--- config.mk ---
export PLATFORM = sky130hd
export DESIGN_NAME = bin_to_bcd_seq
export DESIGN_NICKNAME = d
export VERILOG_FILES = /design/src/rtl/bin_to_bcd_seq.sv
export SDC_FILE = /design/constraint.sdc
export NUM_CORES = 1
export LEC_CHECK = 0
export CAP_MARGIN = 25
export CORE_MARGIN = 5
export CORE_UTILIZATION = 56
export CTS_CLUSTER_DIAMETER = 150
export DETAILED_ROUTE_END_ITERATION = 8
export GPL_ROUTABILITY_DRIVEN = 0
export MAX_ROUTING_LAYER = met4
export PLACE_DENSITY = 0.89
export SYNTH_ARGS = -nofsm -noshare
export SYNTH_HDL_FRONTEND = slang
export SYNTH_SLANG_ARGS = --single-unit
--- constraint.sdc ---
create_clock -name clk_i -period 2.9 [get_ports clk_i]
set_clock_uncertainty 0.05 [all_clocks]
set_input_delay 0.58 -clock clk_i [delete_from_list [all_inputs] [get_ports clk_i]]
set_output_delay 0.58 -clock clk_i [all_outputs]
set_load 0.02 [all_outputs]
--- src/rtl/bin_to_bcd_seq.sv ---
// bin_to_bcd_seq: multi-cycle binary-to-BCD converter (shift-and-add-3).
// One input bit is consumed per clock. Results are registered and qualified
// by a one-cycle valid pulse.
// Optional build macro BIN_TO_BCD_BLANK_EN: leading zero digits in the result
// are replaced by the blank code 4'hF. Digit 0 is never blanked.
module bin_to_bcd_seq #(
  parameter int WIDTH    = 7,
  parameter int DIGITS   = 2,
  parameter int SATURATE = 0
) (
  input  logic                  clk_i,
  input  logic                  rst_ni,
  input  logic                  start_i,
  input  logic [WIDTH-1:0]      bin_i,
  output logic                  busy_o,
  output logic                  valid_o,
  output logic [4*DIGITS-1:0]   bcd_o,
  output logic                  overflow_o
);

  localparam int CW = $clog2(WIDTH + 1);
  localparam int BW = 4 * DIGITS;

  typedef enum logic {IDLE, CONV} state_t;

  state_t          r_state;
  state_t          w_state_next;
  logic            w_accept;
  logic            w_last;

  logic [WIDTH-1:0] r_shift;
  logic [BW-1:0]    r_bcd;
  logic             r_carry;
  logic [CW-1:0]    r_cnt;
  logic [BW-1:0]    r_bcd_out;
  logic             r_ovf;
  logic             r_valid;

  logic [BW-1:0]    w_adj;
  logic [BW-1:0]    w_nines;
  logic [BW-1:0]    w_bcd_shifted;
  logic             w_carry_next;
  logic [BW-1:0]    w_sat_val;
  logic [BW-1:0]    w_final;

  // Per-digit add-3 correction and the all-nines saturation constant.
  genvar gi;
  generate
    for (gi = 0; gi < DIGITS; gi++) begin : g_digit
      assign w_adj[4*gi +: 4]   = (r_bcd[4*gi +: 4] >= 4'd5) ? (r_bcd[4*gi +: 4] + 4'd3)
                                                             : r_bcd[4*gi +: 4];
      assign w_nines[4*gi +: 4] = 4'd9;
    end
  endgenerate

  // Shift the corrected BCD register left; the top bit leaving it is a carry
  // past the last digit and makes the overflow sticky.
  assign w_bcd_shifted = {w_adj[BW-2:0], r_shift[WIDTH-1]};
  assign w_carry_next  = r_carry | w_adj[BW-1];
  assign w_sat_val     = ((SATURATE != 0) && w_carry_next) ? w_nines : w_bcd_shifted;

`ifdef BIN_TO_BCD_BLANK_EN
  logic w_lead;

  // Blank leading zero digits of the completed value, scanning from the top.
  always_comb begin
    w_final = w_sat_val;
    w_lead  = 1'b1;
    for (int k = DIGITS - 1; k >= 1; k--) begin
      if (w_lead && (w_sat_val[4*k +: 4] == 4'd0)) begin
        w_final[4*k +: 4] = 4'hF;
      end else begin
        w_lead = 1'b0;
      end
    end
  end
`else
  // Plain BCD result, leading zeros kept.
  always_comb begin
    w_final = w_sat_val;
  end
`endif

  // State register.
  always_ff @(posedge clk_i) begin
    if (!rst_ni) begin
      r_state <= IDLE;
    end else begin
      r_state <= w_state_next;
    end
  end

  // Next-state logic: accept a start in IDLE, leave CONV on the last shift.
  always_comb begin
    w_state_next = r_state;
    w_accept     = 1'b0;
    w_last       = 1'b0;
    case (r_state)
      IDLE: begin
        if (start_i) begin
          w_accept     = 1'b1;
          w_state_next = CONV;
        end
      end
      CONV: begin
        if (r_cnt == CW'(1)) begin
          w_last       = 1'b1;
          w_state_next = IDLE;
        end
      end
    endcase
  end

  // Datapath: load on accept, shift during conversion, publish on the last shift.
  always_ff @(posedge clk_i) begin
    if (!rst_ni) begin
      r_shift   <= '0;
      r_bcd     <= '0;
      r_carry   <= 1'b0;
      r_cnt     <= '0;
      r_bcd_out <= '0;
      r_ovf     <= 1'b0;
      r_valid   <= 1'b0;
    end else begin
      r_valid <= w_last;
      if (w_accept) begin
        r_shift <= bin_i;
        r_bcd   <= '0;
        r_carry <= 1'b0;
        r_cnt   <= CW'(WIDTH);
      end else if (r_state == CONV) begin
        r_shift <= r_shift << 1;
        r_bcd   <= w_bcd_shifted;
        r_carry <= w_carry_next;
        r_cnt   <= r_cnt - CW'(1);
        if (w_last) begin
          r_bcd_out <= w_final;
          r_ovf     <= w_carry_next;
        end
      end
    end
  end

  assign busy_o     = (r_state == CONV);
  assign valid_o    = r_valid;
  assign bcd_o      = r_bcd_out;
  assign overflow_o = r_ovf;

endmodule

==> flow_metrics.tcl <==
set metrics [dict create \
    vdd_drop_max_uv 555 \
    multi_input_area_um2 687 \
    cts_resized 0 \
    cp.required_ps 3040 \
    critPathKind "in -> reg" \
    clkTransAtPathRegs_ps 90 \
    power_frac_comb 0.111 \
    critPathLaunchType "primary input" \
    maxCapViolCount 0 \
    first_pass_iters 4 \
    grt_overflow 0 \
    core_um2 2250 \
    yosysWarningCount 0 \
    synth_nets 174 \
    syn_inst 158 \
    power.internal_w 0.000651 \
    cts_num_sinks 30 \
    placed_cell_area_um2 1570 \
    cts_buffers 5 \
    seq_area_um2 601 \
    wl_per_cell_um 13.5 \
    dpl.hpwl_um 1970 \
    fp.dieW_um 59.3 \
    via_per_inst 5.72 \
    yosys.area.top_type "dfxtp_1" \
    synth-seq-area-share 0.442 \
    max_slew_margin 0.552 \
    holdWs_ps 427 \
    fillers 183 \
    synth_top_area_frac 0.442 \
    grt_pass1_vias 1071 \
    htreeDepth 2 \
    num_rows 17 \
    cts_setup_buffers 0 \
    p_clk_frac 0.377 \
    seqPwrFrac 0.512 \
    die_h_um 59.3 \
    tightest_slew_ps 668 \
    area_growth_syn_to_layout_pct 20.9 \
    yosysUniqueCellTypes 30 \
    drt-initial-drc-count 38 \
    cts_tree "built" \
    synth-seq-cells 30 \
    hold_class "reg -> reg" \
    p_leak_nw 0.603 \
    final_cell_area_um2 1640 \
    dieArea_um2 3510 \
    grt_use_total 0.182 \
    cts_root_buf "clkbuf_4" \
    nets 195 \
    endpoint_kind "register" \
    num_antenna_cells 0 \
    drtAntennaViolNets 0 \
    drc 0 \
    synth.area.top_cells "dfxtp_1 44%, mux2i_1 5.9%, a21oi_1 5.5%" \
    finalSetupTns_ps 0 \
    clk_latency_ps 330 \
    syn-cell-area_um2 1360 \
    drive_above_1_share 0.0722 \
    min_period_over_period 0.717 \
    hold_viol 0 \
    setup_viol 0 \
    drv_slew 0 \
    status "completed" \
    worstPathArrival_ps 2220 \
    cts_hold_buf 0 \
    clock_path_buffers 2 \
    path_max_fanout 12 \
    grt_max_degree 39 \
    synth.avg_cell_area_um2 8.60 \
    antenna_found_initial 0 \
    dr_total_vias 1190 \
    routed_wirelength_um 2810 \
    powerDensity_nw_per_um2 519 \
    rsz0062_at_grt "no" \
    initial_core_util 0.603 \
    power.share.switching 0.236 \
    finalCriticalPeriod_ps 2080 \
    grt_pass1_wl_um 4530 \
    io_buffers 20 \
    clock.fmax_mhz 481 \
    power.switching_w 0.000202 \
    io_pins 21 \
    post-route-util 0.729 \
]
## final cells by class
class                      count  share of cell area
multi-input combinational    111               0.418
sequential                    30               0.366
timing repair buffer          21               0.126
clock buffer                   7              0.0274
inverter                      10              0.0228
tap                           28              0.0213
clock inverter                 1              0.0183
## path summary, 6_finish.rpt
| path | startpoint | cells past startpoint | slack (ps) | end |
|---|---|---|---|---|
| max | start_i | 4 | 820 | r_bcd[5] |
| min | bcd_o[1] | 2 | 430 | bcd_o[1] |
| max reg2reg | busy_o | 6 | 1190 | overflow_o |
| min reg2reg | bcd_o[1] | 2 | 430 | bcd_o[1] |
## layout by cell type, fill, tap and decap left out, types with 3 or more instances in the layout
cell type        Yosys  routed
nand2b_1             4       4
ha_1                 6       6
mux2i_1              8       8
clkdlybuf4s50_1      0      20
nor2_1              16      16
nand2_1             14      14
o21ai_0             12      12
o22ai_1              3       3
a21oi_1             15      15
a211oi_1             3       3
xnor2_1              3       3
inv_1                8       8
nor3_1               5       5
nand3_1              4       4
clkbuf_4             0       5
dfxtp_1             30      30
## power groups by stage
stage | registers (W) | logic, W | clock network (W)
floorplan | 0.000445 | 0.0000653 | 0
global placement | 0.000445 | 0.0000900 | 0
detailed placement | 0.000445 | 0.0000939 | 0
CTS | 0.000436 | 0.0000948 | 0.000330
global route | 0.000438 | 0.000106 | 0.000353
finish | 0.000436 | 0.0000946 | 0.000322
## cells in the mapped netlist
library cell / n
dfxtp_1: 30
nor2_1: 16
a21oi_1: 15
nand2_1: 14
o21ai_0: 12
inv_1: 8
mux2i_1: 8
buf_2: 6
ha_1: 6
nor3_1: 5
nand2b_1: 4
nand3_1: 4
a211oi_1: 3
o22ai_1: 3
xnor2_1: 3
a21oi_2: 2
a31oi_1: 2
inv_2: 2
nor2b_1: 2
nor3b_1: 2
o311ai_2: 2
a22o_1: 1
a22oi_1: 1
and2_1: 1
clkbuf_1: 1
nand3b_1: 1
o21a_1: 1
o21ai_1: 1
o31ai_1: 1
or2_0: 1
## logic make-up (layout without fill, tap and decap cells)
logic type                 Yosys count  after routing  share of synthesized area
AOI/OAI and AO/OA                   44             44                      0.203
xor gates and xnor gates             3              3                     0.0193
adders and majority gates            6              6                     0.0552
buffers and inverters               17             39                     0.0525
DFF                                 30             30                      0.442
muxes                                8              8                     0.0589
and+or+nand+nor                     50             50                      0.169
## through the flow
stage          power, W  cells  setup slack [ps]
2_1_floorplan  0.000510    158              1510
3_3_place_gp   0.000535    200               594
3_5_place_dp   0.000539    200               505
4_1_cts        0.000861    208               846
5_1_grt        0.000897    208               704
6_report       0.000853    208               819
## state kept, by name (all words and copies together) (netlist names)
name,count
overflow_o,1
r_cnt,3
r_bcd,8
bcd_o,8
r_carry,1
valid_o,1
r_shift,7
busy_o,1
## per-layer routing
layer  part of all wire  vias up  global-route usage
met4              0.016        0              0.0971
met3              0.056        8              0.0784
met5                  0        -                   -
met1               0.43      560               0.198
li1                   -      586                   -
met2               0.50       36               0.279
## worst max-delay path: stages
cell,delay (ps)
clkdlybuf4s50_1,820
inv_1,80
o21ai_1,550
o22ai_1,190
Power figures use the tool's default switching activity.
